==> config.mk <==
export PLATFORM = sky130hd
export DESIGN_NAME = gate_nand_arbiter
export DESIGN_NICKNAME = d
export VERILOG_FILES = /design/src/rtl/gate_nand_arbiter.sv
export SDC_FILE = /design/constraint.sdc
export NUM_CORES = 1
export LEC_CHECK = 0
export ABC_AREA = 1
export BUFFER_PORTS_ARGS = -buffer_cell sky130_fd_sc_hd__buf_2
export CAP_MARGIN = 20
export CORE_MARGIN = 8
export CORE_UTILIZATION = 54
export CTS_CLUSTER_DIAMETER = 120
export DETAILED_ROUTE_END_ITERATION = 7
export GPL_TIMING_DRIVEN = 0
export MAX_ROUTING_LAYER = met4
export PLACE_DENSITY_LB_ADDON = 0.3
export SYNTH_ARGS = -nofsm -noshare
export SYNTH_HDL_FRONTEND = slang
export SYNTH_SLANG_ARGS = --single-unit
==> constraint.sdc <==
create_clock -name clk -period 3.38 [get_ports clk]
set_clock_uncertainty 0.2 [all_clocks]
set_input_delay 0 -clock clk [delete_from_list [all_inputs] [get_ports clk]]
set_output_delay 0 -clock clk [all_outputs]
set_load 0.005 [all_outputs]
==> src/rtl/gate_nand_arbiter.sv <==
// Round-robin arbiter sharing one gate_nand among REQ valid/ready requesters.
// Registered operand drives the shared gate; result returned with requester id.

module gate_nand #(
    parameter int          BEHAVIORAL = 1,
    parameter int unsigned WAY        = 2,
    parameter int unsigned WIRE       = 1
) (
    input  logic [WAY*WIRE-1:0] in,
    output logic [WIRE-1:0]     out
);

    if (BEHAVIORAL != 0) begin : g_beh
        always_comb begin
            logic acc;
            out = '1;
            for (int unsigned w = 0; w < WIRE; w++) begin
                acc = 1'b1;
                for (int unsigned k = 0; k < WAY; k++) begin
                    acc = acc & in[k*WIRE + w];
                end
                out[w] = ~acc;
            end
        end
    end else begin : g_struct
        for (genvar w = 0; w < WIRE; w++) begin : g_bit
            logic [WAY-1:0] chain;
            assign chain[0] = in[w];
            for (genvar k = 1; k < WAY; k++) begin : g_and
                assign chain[k] = chain[k-1] & in[k*WIRE + w];
            end
            assign out[w] = ~chain[WAY-1];
        end
    end

endmodule

module gate_nand_arbiter #(
    parameter int          BEHAVIORAL = 1,
    parameter int unsigned WAY        = 2,
    parameter int unsigned WIRE       = 1,
    parameter int unsigned REQ        = 4,
    localparam int unsigned IDW       = (REQ > 1) ? $clog2(REQ) : 1
) (
    input  logic                    clk,
    input  logic                    reset,
    input  logic [REQ-1:0]          req_valid,
    output logic [REQ-1:0]          req_ready,
    input  logic [REQ*WAY*WIRE-1:0] req_data,
    output logic                    rsp_valid,
    input  logic                    rsp_ready,
    output logic [IDW-1:0]          rsp_id,
    output logic [WIRE-1:0]         rsp_data
);

    localparam logic [0:0] EMPTY = 1'b0;
    localparam logic [0:0] FULL  = 1'b1;

    logic [0:0]          state;
    logic [WAY*WIRE-1:0] opr;
    logic [IDW-1:0]      id_q;
    logic [IDW-1:0]      ptr;

    logic                gnt_any;
    logic [IDW-1:0]      gnt_id;
    logic [IDW-1:0]      ptr_next;
    logic [WAY*WIRE-1:0] sel_data;
    logic                can_accept;
    logic                accept;

    // First valid requester at or after ptr, wrapping modulo REQ.
    always_comb begin
        int unsigned idx;
        idx     = 0;
        gnt_any = 1'b0;
        gnt_id  = '0;
        for (int unsigned off = 0; off < REQ; off++) begin
            idx = (int'(ptr) + off) % REQ;
            if (!gnt_any && req_valid[idx]) begin
                gnt_any = 1'b1;
                gnt_id  = IDW'(idx);
            end
        end
    end

    assign sel_data   = req_data[gnt_id*WAY*WIRE +: WAY*WIRE];
    assign ptr_next   = (gnt_id == IDW'(REQ - 1)) ? '0 : gnt_id + 1'b1;
    assign rsp_valid  = (state == FULL);
    assign can_accept = (state == EMPTY) | (rsp_valid & rsp_ready);
    // Gated by reset so nothing appears accepted while the slot is being cleared.
    assign accept     = gnt_any & can_accept & ~reset;

    always_comb begin
        req_ready = '0;
        if (accept) begin
            req_ready[gnt_id] = 1'b1;
        end
    end

    always_ff @(posedge clk or posedge reset) begin
        if (reset) begin
            state <= EMPTY;
            opr   <= '0;
            id_q  <= '0;
            ptr   <= '0;
        end else if (accept) begin
            state <= FULL;
            opr   <= sel_data;
            id_q  <= gnt_id;
            ptr   <= ptr_next;
        end else if (rsp_valid && rsp_ready) begin
            state <= EMPTY;
        end
    end

    assign rsp_id = id_q;

    gate_nand #(
        .BEHAVIORAL(BEHAVIORAL),
        .WAY       (WAY),
        .WIRE      (WIRE)
    ) u_gate (
        .in (opr),
        .out(rsp_data)
    );

endmodule

# Word-level counts from Yosys, hierarchy flattened
# Index checks and enable logic that the tools add are counted.
totals:
  ff_bits: 7
  latchBits: 0
  ram_bits: 0
  rom_bits: 0
  output_inout_bits: 8
  word_cells: 55
  n_memories: 0
op_classes:
  add_sub_neg: 4
  multipliers: 0
  div: 0
  order_cmp: 6
  n_eq_ne: 1
  shift: 1
  muxes: 22
  bitwise_logic: 8
  reduce_logical: 9
op_table:
  columns: ["cell", "count"]
  rows:
  - ["2-bit by 3-bit < comparator with 1-bit output, second input constant", 5]
  - ["1-bit two-way mux", 11]
  - ["2-bit two-way mux", 5]
  - ["1-bit binary-select mux with 2-bit select", 4]
  - ["8-bit by 4-bit indexed part select with 2-bit output", 1]
  - ["1-bit logical AND", 5]
  - ["2-bit by 1-bit adder with 2-bit output, second input constant", 2]
  - ["2-bit adder, second input constant", 2]
  - ["1-bit bitwise AND", 4]
  - ["4-bit two-way mux", 1]
  - ["1-bit logical NOT", 3]
  - ["1-bit inverter", 3]
  - ["1-bit demux with 2-bit select", 1]
  - ["2-bit equality test, second input constant", 1]
  - ["2-bit by 1-bit greater-or-equal comparator with 1-bit output, second input constant", 1]
  - ["2-bit nonzero test", 1]
  - ["1-bit bitwise OR", 1]

# Longest topological paths before layout
# Gate-level depths: netlist (run 1).
depth:
  depth_word: 17
  depth_mapped: 14
  depth_no_buf: 13

# Hierarchy
# Synthesis (run 1) repeated with hierarchy kept, for this count alone.
hier_totals:
  hier_cells: 111
  area_unflattened_um2: 733.2
by_module_without_submodules:
  columns: ["mod", "n_inst", "cells_per_inst", "area_per_inst_um2", "seq_area_each_um2"]
  rows:
  - ["gate_nand_arbiter", 1, 110, 729.4, 175.2]
  - ["gate_nand", 1, 1, 3.8, 0.0]

# Worst setup path after synthesis (run 1)
# No wires, ideal clock.
synth_timing:
  path_kind: "flip-flop to flip-flop"
  startpoint: "register ptr[0]"
  endpoint: "register ptr[1]"
  setup_time_ns: 0.122
  t_arrival_ns: 1.599
  required_ns: 3.058
  path_slack_ns: 1.458
  path_stages_with_launch: 13
  synth_period_minus_slack_ns: 1.922
  path_cell_list: "dfrtp_1 > inv_2 > buf_6 > nand2_2 > nand3_2 > nand2_2 > nor2_4 > nand3_4 > nand3_4 > inv_1 > ha_1 > nand2_1 > o21ai_1"
synth_via:
  elab_chain_len: 14
synth_rtl:
  columns: ["element", "line_no", "rtl"]
  rows:
  - ["start: declaration", "62", "logic [IDW-1:0] ptr;"]
  - ["start signal: assignment", "110", "ptr <= ptr_next;"]
  - ["parallel branches: the longest is 11 deep, another holds 2-bit by 1-bit adder with 2-bit output", null, null]
  - ["2-bit two-way mux (*)", "79", "if (!gnt_any && req_valid[idx]) begin"]
  - ["2-bit by 1-bit adder with 2-bit output or 2-bit equality test (tied branches)", "87", "assign ptr_next = (gnt_id == IDW'(REQ - 1)) ? '0 : gnt_id + 1'b1;"]
  - ["2-bit two-way mux (*)", "87", null]
  - ["via ptr_next[1]", "66", "logic [IDW-1:0] ptr_next;"]
# Mark *: on every way through the listed nets, which the timed path passes. The select of a mux whose other input is x is not followed.
# A chain may end at the register's enable or synchronous reset.

# Worst setup path in the final report (run 1)
layout_timing:
  startpoint: "register ptr[1]"
  endpoint: "register opr[1]"
layout_via:
  elab_chain_len: 14
layout_rtl:
  columns: ["element", "line_no", "rtl"]
  rows:
  - ["parallel branches: the longest is 14 deep, another holds 2-bit by 1-bit adder with 2-bit output", null, null]
  - ["end signal: assignment", "108", "opr <= sel_data;"]
  - ["end: declaration", "60", "logic [WAY*WIRE-1:0] opr;"]
# Several ways; the timed one is not identified. The select of a mux whose other input is x is not followed.

==> flow_summary.yaml, run 1 <==
global_routing:
  grt_pass1_vias: 839
  grt_pass1_wl_mm: 3.608
  grt_max_degree: 11
  track_usage_pct: 16.50
  antenna_found_initial: 0
  overflow: 0
clocking:
  clk_pin_slew_ns: 0.06
  clk_latency_ns: 0.25
  ctsHoldBuffers: 7
  htreeDepth: 1
  cts_tree: "built"
  cts_made_buffers: 3
  clockRootBuffer: "clkbuf_4"
  cts_resized: 0
  cts_sinks: 7
  clk_path_buf_depth: 2
  postCtsSetupBuffers: 0
floorplanning:
  dieArea_sq_um: 2975
  coreArea_sq_um: 1454
  start_util_pct: 55.16
  die_w_um: 54.54
  die_h_um: 54.54
  std_cell_rows: 14
  top_level_ports: 23
routing:
  drc: 0
  ant_nets: 0
  drtIter0Drc: 21
  wirelength_mm: 2.115
  dr.pass1.iters: 4
  via_per_inst: 5.114
  highest_layer: "met4"
  dr_wl_met2_mm: 1.047
  via_count: 895
  wl_met1_um: 922
  wl_per_cell_um: 12.09
  routed-wl-met3_um: 105
logic_synthesis:
  synth.distinct_cells: 21
  synth_area_leader_cell: "dfrtp_1"
  synth_top_area_share_pct: 21.84
  synth-seq-cells: 7
  ys_top_cells_by_area: "dfrtp_1 22%, nand2_1 21%, nand3_1 8.7%, nand2_2 8.6%, inv_1 6.6%"
  ys_seq_area_share_pct: 21.84
  netlist_area_sq_um: 802.0
  synth_fp_nets: 142
  yosysWarningCount: 0
  syn_area_per_cell_sq_um: 6.365
  synth_cells: 126
layout:
  design_area_sq_um: 1028
  antenna_cells: 0
  stdcell_count: 175
  fillers: 117
  drive_gt1_share_pct: 33.96
  nets: 176
  area_delta_synth_final_pct: 28.24
sta:
  setup-tns-final_ns: 0
  finalSetupViolCount: 0
  slew_headroom_pct: 74.41
  rsz0062_at_grt: "no"
  slew_violations: 0
  min_period_ns: 3.005
  period_share_pct: 88.90
  fmax_ghz: 0.3328
  hold_viol: 0
  worstMarginPinSlew_ns: 0.3834
place:
  dp_hpwl_mm: 1.551
  placed_area_sq_um: 932.1
  port_buffers: 22
  routabilityCongestion: 0.8799
  placed_cells: 164
critical_path:
  critPathMaxStageDelay_ns: 0.57
  worstPathCellList: "inv_2 > nand2_1 > nand2_1 > nand2_1 > nand2_1 > nand2_2 > nand3_1 > nand3_4 > nand2_1 > nand2_1 > dlygate4sd3_1 > nand3_1 > nand3_1 > dlygate4sd3_1"
  crit_path_start_kind: "flop"
  cp_max_fo: 7
  cp_top_family: "buffers and inverters"
  worstPathRequired_ns: 3.32
  cp-startpoint: "ptr[1]"
  slowest_stage: "dlygate4sd3_1"
  path_common_cell: "nand2_1"
  path_buf_inv: 3
  regToRegStartpoint: "ptr[1]"
  end_kind: "flop"
  critPathKind: "flop to flop"
  crit_arrival_ns: 2.95
run:
  maxCapViolCount: 0
hold_path:
  min_path_type: "input pin to asynchronous set/reset pin"
power_and_ir_drop:
  p_per_area_nw_per_um2: 1042
  ir_drop_v: 0.0005707
  p_leak_nw: 0.5884
run_status:
  status: "finished, final reports clean"
-- where the power goes --
part / switching (mW) / internal, mW
sequential: 0.0288 / 0.125
clock: 0.0339 / 0.0452
combinational: 0.516 / 0.323
-- cell usage in the layout (no fill, tap or decap) --
cell	Yosys	final
clkbuf_1	0	1
nor3_1	1	1
nand3_4	3	3
nand2_2	11	11
nand4_1	3	3
clkbuf_4	0	3
buf_2	0	22
buf_4	1	1
o21ai_1	2	2
nor2_4	4	4
buf_6	1	1
nand3b_1	2	2
o21a_1	1	1
nand3_2	1	1
inv_1	14	14
nand3_1	14	14
inv_4	1	1
nor2_2	2	2
inv_2	4	4
a21boi_2	1	1
ha_1	1	1
dlygate4sd3_1	0	7
dfrtp_1	7	7
nor2_1	7	7
nand2_1	45	45
-- cells in the mapped netlist --
cell type	count
buf_6	1
inv_1	14
nand3b_1	2
o21a_1	1
nand2_1	45
inv_2	4
dfrtp_1	7
nand3_4	3
buf_4	1
o21ai_1	2
nor2_2	2
nor3_1	1
nand4_1	3
ha_1	1
nand3_2	1
nand2_2	11
inv_4	1
nor2_1	7
nand3_1	14
nor2_4	4
a21boi_2	1
-- layout make-up --
class | count | area, sq um | share of cell area, %
multi-input cells | 98 | 534.3 | 51.95
flip-flops and latches | 7 | 175.2 | 17.03
repair buffers | 29 | 180.2 | 17.52
clock buffers | 4 | 26.28 | 2.555
inverters | 19 | 73.82 | 7.178
well taps | 16 | 20.02 | 1.946
plain buffers | 2 | 18.77 | 1.825
-- final timing paths --
path / endpoint / slack, ns / cells after the start
max: opr[1] / 0.38 / 14
max reg2reg: opr[1] / 0.38 / 14
max in group asynchronous: ptr[0] / 2.64 / 3
min in group clk: rsp_id[1] / 0.29 / 2
min reg2reg: rsp_id[1] / 0.29 / 2
min: rsp_id[1] / 0.06 / 3
-- stage by stage --
| stage | hold slack, ns | util [%] | setup slack (ns) | total power [mW] |
|---|---|---|---|---|
| 2_1_floorplan | -0.3583 | - | 1.458 | 0.7707 |
| 4_1_cts | 0.07650 | 70.74 | 0.4299 | 1.059 |
| 6_report | 0.06364 | 70.74 | 0.3753 | 1.071 |
| 3_5_place_dp | -0.2089 | 64.11 | 1.294 | 0.9236 |
| 5_1_grt | 0.09491 | 70.74 | 0.2162 | 1.182 |
| 3_3_place_gp | -0.2201 | 64.11 | 1.318 | 0.9064 |
-- worst min-delay path: cells and delay by family --
kind | cells | cell delay, ns
buffers and inverters | 3 | 0.94
-- cells by family after synthesis --
group,share of synthesized area [%]
AO/OA/AOI/OAI,3.588
flip-flops,21.84
buffers and inverters,11.54
AND/OR/NAND/NOR,61.47
adder cells (fa/ha/maj),1.560
-- sequential cells by signal, summed over array words and instances (netlist names) --
name and cells:
ptr 2, rsp_id 2, opr 2, rsp_valid 1
-- layer usage --
layer | GRT usage (%) | vias to the layer above
li1 | - | 460
met4 | 6.148 | 0
met3 | 3.533 | 6
met2 | 27.10 | 22
met1 | 19.22 | 407
met5 | - | -
No activity file was read; power rests on OpenSTA's default activity.
==> run 2: changes to the inputs <==
- PLACE_DENSITY: unset -> 0.86
- PLACE_DENSITY_LB_ADDON: 0.3 -> unset
==> run 2 against run 1 <==
  * Register-to-register slack lost 0.02 ns
  * Critical path depth is the same
  * Core utilization is the same
  * Critical endpoint unchanged
  * Die area unchanged
  * Critical path type unchanged
==> flow_summary.yaml, run 2 (synthesis results as in run 1) <==
run_status:
  status: "finished, final reports clean"
sta:
  finalSetupViolCount: 0
  slew_headroom_pct: 77.02
  period_share_pct: 89.48
  rsz0062_at_grt: "no"
  min_period_ns: 3.024
  setup-tns-final_ns: 0
  slew_violations: 0
  hold_viol: 0
  worstMarginPinSlew_ns: 0.3443
  worst_slack_ns: 0.3557
  fmax_ghz: 0.3307
clocking:
  clockRootBuffer: "clkbuf_4"
  clk_pin_slew_ns: 0.05
  cts_resized: 0
  cts_tree: "built"
  clk_latency_ns: 0.25
  clk_path_buf_depth: 2
  ctsHoldBuffers: 7
  cts_made_buffers: 3
  cts_sinks: 7
  htreeDepth: 1
  postCtsSetupBuffers: 0
critical_path:
  path_buf_inv: 3
  r2r_end: "opr[1]"
  ff2ff_setup_slack_ns: 0.36
  cp_top_family: "buffers and inverters"
  reg2reg_depth: 14
  crit_path_start_kind: "flop"
  regToRegStartpoint: "ptr[1]"
  critPathMaxStageDelay_ns: 0.59
  cp_max_fo: 7
  path_common_cell: "nand2_1"
  worstPathRequired_ns: 3.30
  slowest_stage: "dlygate4sd3_1"
  end_kind: "flop"
  critPathKind: "flop to flop"
  crit_arrival_ns: 2.94
  worstPathCellList: "inv_2 > nand2_1 > nand2_2 > nand2_1 > nand2_1 > nand2_2 > nand2_1 > nand2_1 > nand2_1 > nand3b_1 > nand3_1 > dlygate4sd3_1 > nand3_1 > dlygate4sd3_1"
layout:
  fillers: 122
  stdcell_count: 175
  multi_input_area_sq_um: 534.3
  layout_common_cells: "45 x nand2_1, 22 x buf_2, 14 x inv_1, 14 x nand3_1, 11 x nand2_2"
  design_area_sq_um: 1028
  mostFrequentLayoutCell: "nand2_1"
  area_delta_synth_final_pct: 28.24
  drive_gt1_share_pct: 33.96
  nets: 176
  seq_area_sq_um: 175.2
  antenna_cells: 0
routing:
  wirelength_mm: 2.041
  via_per_inst: 4.960
  ant_nets: 0
  dr.pass1.iters: 4
  wl_per_cell_um: 11.66
  via_count: 868
  drc: 0
  drtIter0Drc: 21
power_and_ir_drop:
  p_per_area_nw_per_um2: 1024
  p_leak_nw: 0.5855
  ir_drop_v: 0.0005309
  finalPower_mw: 1.053
floorplanning:
  die_h_um: 54.54
  die_w_um: 54.54
  coreArea_sq_um: 1454
  top_level_ports: 23
  start_util_pct: 55.16
  dieArea_sq_um: 2975
  std_cell_rows: 14
global_routing:
  grt_use_met1_pct: 17.34
  antenna_found_initial: 0
  use_met3_pct: 1.087
  grt_max_degree: 11
  track_usage_pct: 16.05
  use_met2_pct: 27.10
  overflow: 0
  grt-busiest-layer: "met2"
  grt_pass1_wl_mm: 3.401
  grt_pass1_vias: 841
place:
  placed_cells: 164
  port_buffers: 22
  dp_hpwl_mm: 1.562
  placed_area_sq_um: 932.1
  routabilityCongestion: 0.9766
  dp_slack_ns: 1.262
run:
  maxCapViolCount: 0
hold_path:
  min_path_type: "input pin to asynchronous set/reset pin"
## run 2: cell counts in the layout (fill, tap and decap cells not counted)
No cell type changed its count.
## run 2: worst max-delay path by stage
| stage | start | to | slack (ns) | cells past startpoint |
|---|---|---|---|---|
| floorplan | ptr[0] | ptr[1] | 1.46 | 12 |
| global placement | ptr[0] | ptr[1] | 1.31 | 12 |
| detailed placement | ptr[0] | ptr[1] | 1.26 | 12 |
| CTS | ptr[0] | opr[1] | 0.43 | 13 |
| global route | ptr[1] | opr[1] | 0.05 | 14 |
| finish | ptr[1] | opr[1] | 0.36 | 14 |
## run 2: through the flow
step	util, %	hold slack (ns)
after floorplan	-	-0.3583
after detailed placement	64.11	-0.2252
final	70.74	0.06447
after global placement	64.11	-0.2327
after CTS	70.74	0.06273
after global routing	70.74	0.09136
## run 2: final cells by class
cell class,instances,area share [%]
buffer,2,1.825
timing repair buffer,29,17.52
tap,16,1.946
multi-input combinational,98,51.95
inverter,19,7.178
clock buffer,4,2.555
sequential,7,17.03
## run 2: where the power goes
group	switching, mW	internal, mW
logic	0.514	0.314
clock network	0.0277	0.0448
registers	0.0280	0.125
total	0.569	0.484
## run 2: tightest hold or removal path, cell delays in order
cell and delay [ns]:
dlygate4sd3_1 0.53, buf_2 0.12, inv_1 0.26
## run 2: metal layers
metal	vias up	routed length [um]
li1	463	-
met4	0	78
met2	19	1042
met1	378	852
met5	-	0
met3	8	66
==> run 3: changes to the inputs <==
--- a/config.mk
+++ b/config.mk
@@ -11,3 +11,3 @@
 export CORE_MARGIN = 8
-export CORE_UTILIZATION = 54
+export CORE_UTILIZATION = 50
 export CTS_CLUSTER_DIAMETER = 120
@@ -16,3 +16,3 @@
 export MAX_ROUTING_LAYER = met4
-export PLACE_DENSITY = 0.86
+export PLACE_DENSITY = 0.8
 export SYNTH_ARGS = -nofsm -noshare
==> constraint.sdc (replaced) <==
create_clock -name clk -period 2.85 [get_ports clk]
set_clock_uncertainty 0.2 [all_clocks]
set_input_delay 0.4275 -clock clk [delete_from_list [all_inputs] [get_ports clk]]
set_output_delay 0.4275 -clock clk [all_outputs]
set_load 0.005 [all_outputs]
==> run 3 against run 2 <==
  * Core utilization shrank 5.2 points
  * Global-route usage shrank 3.6 points
  * Cell count shrank 2.3%
  * Hold slack gained 0.21 ns
  * First-iteration DRC count shrank 38%
  * Non-clock buffer count shrank 4
  * Critical endpoint is now req_ready[3]
  * Largest cell class unchanged
==> flow_summary.yaml, run 3 (synthesis results as in run 1) <==
run_status:
  status: "finished, final reports clean"
clocking:
  clk_pin_slew_ns: 0.05
  htreeDepth: 1
  cts_made_buffers: 3
  clockRootBuffer: "clkbuf_4"
  clk_latency_ns: 0.24
  clk_path_buf_depth: 2
  cts_sinks: 7
  cts_tree: "built"
place:
  port_buffers: 22
  placed_area_sq_um: 932.1
  dp_hpwl_mm: 1.575
  routabilityCongestion: 0.8855
floorplanning:
  dieArea_sq_um: 3142
  coreArea_sq_um: 1506
  start_util_pct: 53.24
  die_w_um: 56.05
  std_cell_rows: 14
  die_h_um: 56.05
  top_level_ports: 23
global_routing:
  grt_pass1_vias: 824
  overflow: 0
  grt_pass1_wl_mm: 3.346
  grt_max_degree: 11
  track_usage_pct: 12.49
  antenna_found_initial: 0
critical_path:
  cp-startpoint: "ptr[0]"
  end_kind: "primary output"
  reg2reg_depth: 12
  r2r_end: "ptr[1]"
  cp_max_fo: 10
  critPathKind: "flop to primary output"
  crit_path_start_kind: "flop"
  crit_end: "req_ready[3]"
  regToRegStartpoint: "ptr[0]"
  worstPathRequired_ns: 2.22
  ff2ff_setup_slack_ns: 0.75
  crit_arrival_ns: 2.02
sta:
  setup-tns-final_ns: 0
  rsz0062_at_grt: "no"
  finalSetupViolCount: 0
  period_share_pct: 92.88
  slew_headroom_pct: 76.05
  hold_viol: 0
  fmax_ghz: 0.3778
  worstMarginPinSlew_ns: 0.3588
  min_period_ns: 2.647
  slew_violations: 0
routing:
  via_count: 845
  drc: 0
  dr.pass1.iters: 4
  wirelength_mm: 1.909
  wl_per_cell_um: 11.16
  drtIter0Drc: 13
  ant_nets: 0
  via_per_inst: 4.942
layout:
  design_area_sq_um: 987.2
  layout_common_cells: "45 x nand2_1, 22 x buf_2, 14 x nand3_1"
  drive_gt1_share_pct: 36.77
  antenna_cells: 0
  nets: 172
  mostFrequentLayoutCell: "nand2_1"
  area_delta_synth_final_pct: 23.09
power_and_ir_drop:
  ir_drop_v: 0.0007331
  p_per_area_nw_per_um2: 1242
  p_leak_nw: 0.5706
run:
  maxCapViolCount: 0
hold_path:
  min_path_type: "input pin to flop"
run 3: timing repair:
item                       4_1_cts  5_1_grt
hold endpoints to repair         7        0
setup buffers                    0        2
setup endpoints to repair        0        1
resized for setup                0        2
hold buffers                     1        0
run 3: metal layers:
layer / routed length (um) / global-route usage, % / up-vias
li1: - / - / 454
met1: 854 / 14.16 / 376
met2: 984 / 21.87 / 15
met5: 0 / - / -
met3: 70 / 2.055 / 0
met4: 0 / 3.436 / 0
run 3: how the worst min path moves through the flow:
stage                start        end  slack (ns)  cells past startpoint
5_1_grt        req_data[2]     opr[0]        0.28                      3
6_report       req_data[2]     opr[0]        0.28                      3
2_1_floorplan        reset     opr[0]        0.07                      1
4_1_cts        req_data[2]     opr[0]        0.28                      3
3_3_place_gp         reset  rsp_id[0]        0.20                      2
3_5_place_dp         reset  rsp_id[1]        0.21                      2
run 3: per-stage QoR:
stage	cells	utilization (%)	setup WS, ns	total power [mW]	hold WS [ns]
3_3_place_gp	164	61.88	0.4613	1.085	0.1988
4_1_cts	169	64.29	0.1553	1.211	0.2817
3_5_place_dp	164	61.88	0.4315	1.113	0.2134
2_1_floorplan	126	-	0.7147	0.9140	0.06920
6_report	171	65.53	0.2030	1.226	0.2772
5_1_grt	171	65.53	0.006522	1.373	0.2768
run 3: area by class of cell:
class / instances / area, sq um
well taps: 16 / 20.02
plain buffers: 2 / 22.52
clock buffers: 4 / 26.28
fillers: 143 / 519.2
multi-input cells: 98 / 534.3
repair buffers: 25 / 135.1
inverters: 19 / 73.82
flip-flops and latches: 7 / 175.2
run 3: critical path, stage by stage (launching register included):
cell,delay [ns]
dfrtp_1,0.41
inv_2,0.08
buf_6,0.14
nand2_1,0.07
nand2_2,0.09
nand2_1,0.07
nand2_1,0.11
nand2_2,0.08
nand3_1,0.11
nand3_4,0.13
inv_2,0.09
ha_1,0.15
inv_1,0.04
nor2_1,0.09
buf_2,0.12
run 3: power by group:
| part | internal, mW | leakage, nW | switching [mW] |
|---|---|---|---|
| combinational | 0.354 | 0.471 | 0.600 |
| sequential | 0.148 | 0.0845 | 0.0364 |
| clock | 0.0533 | 0.0150 | 0.0350 |
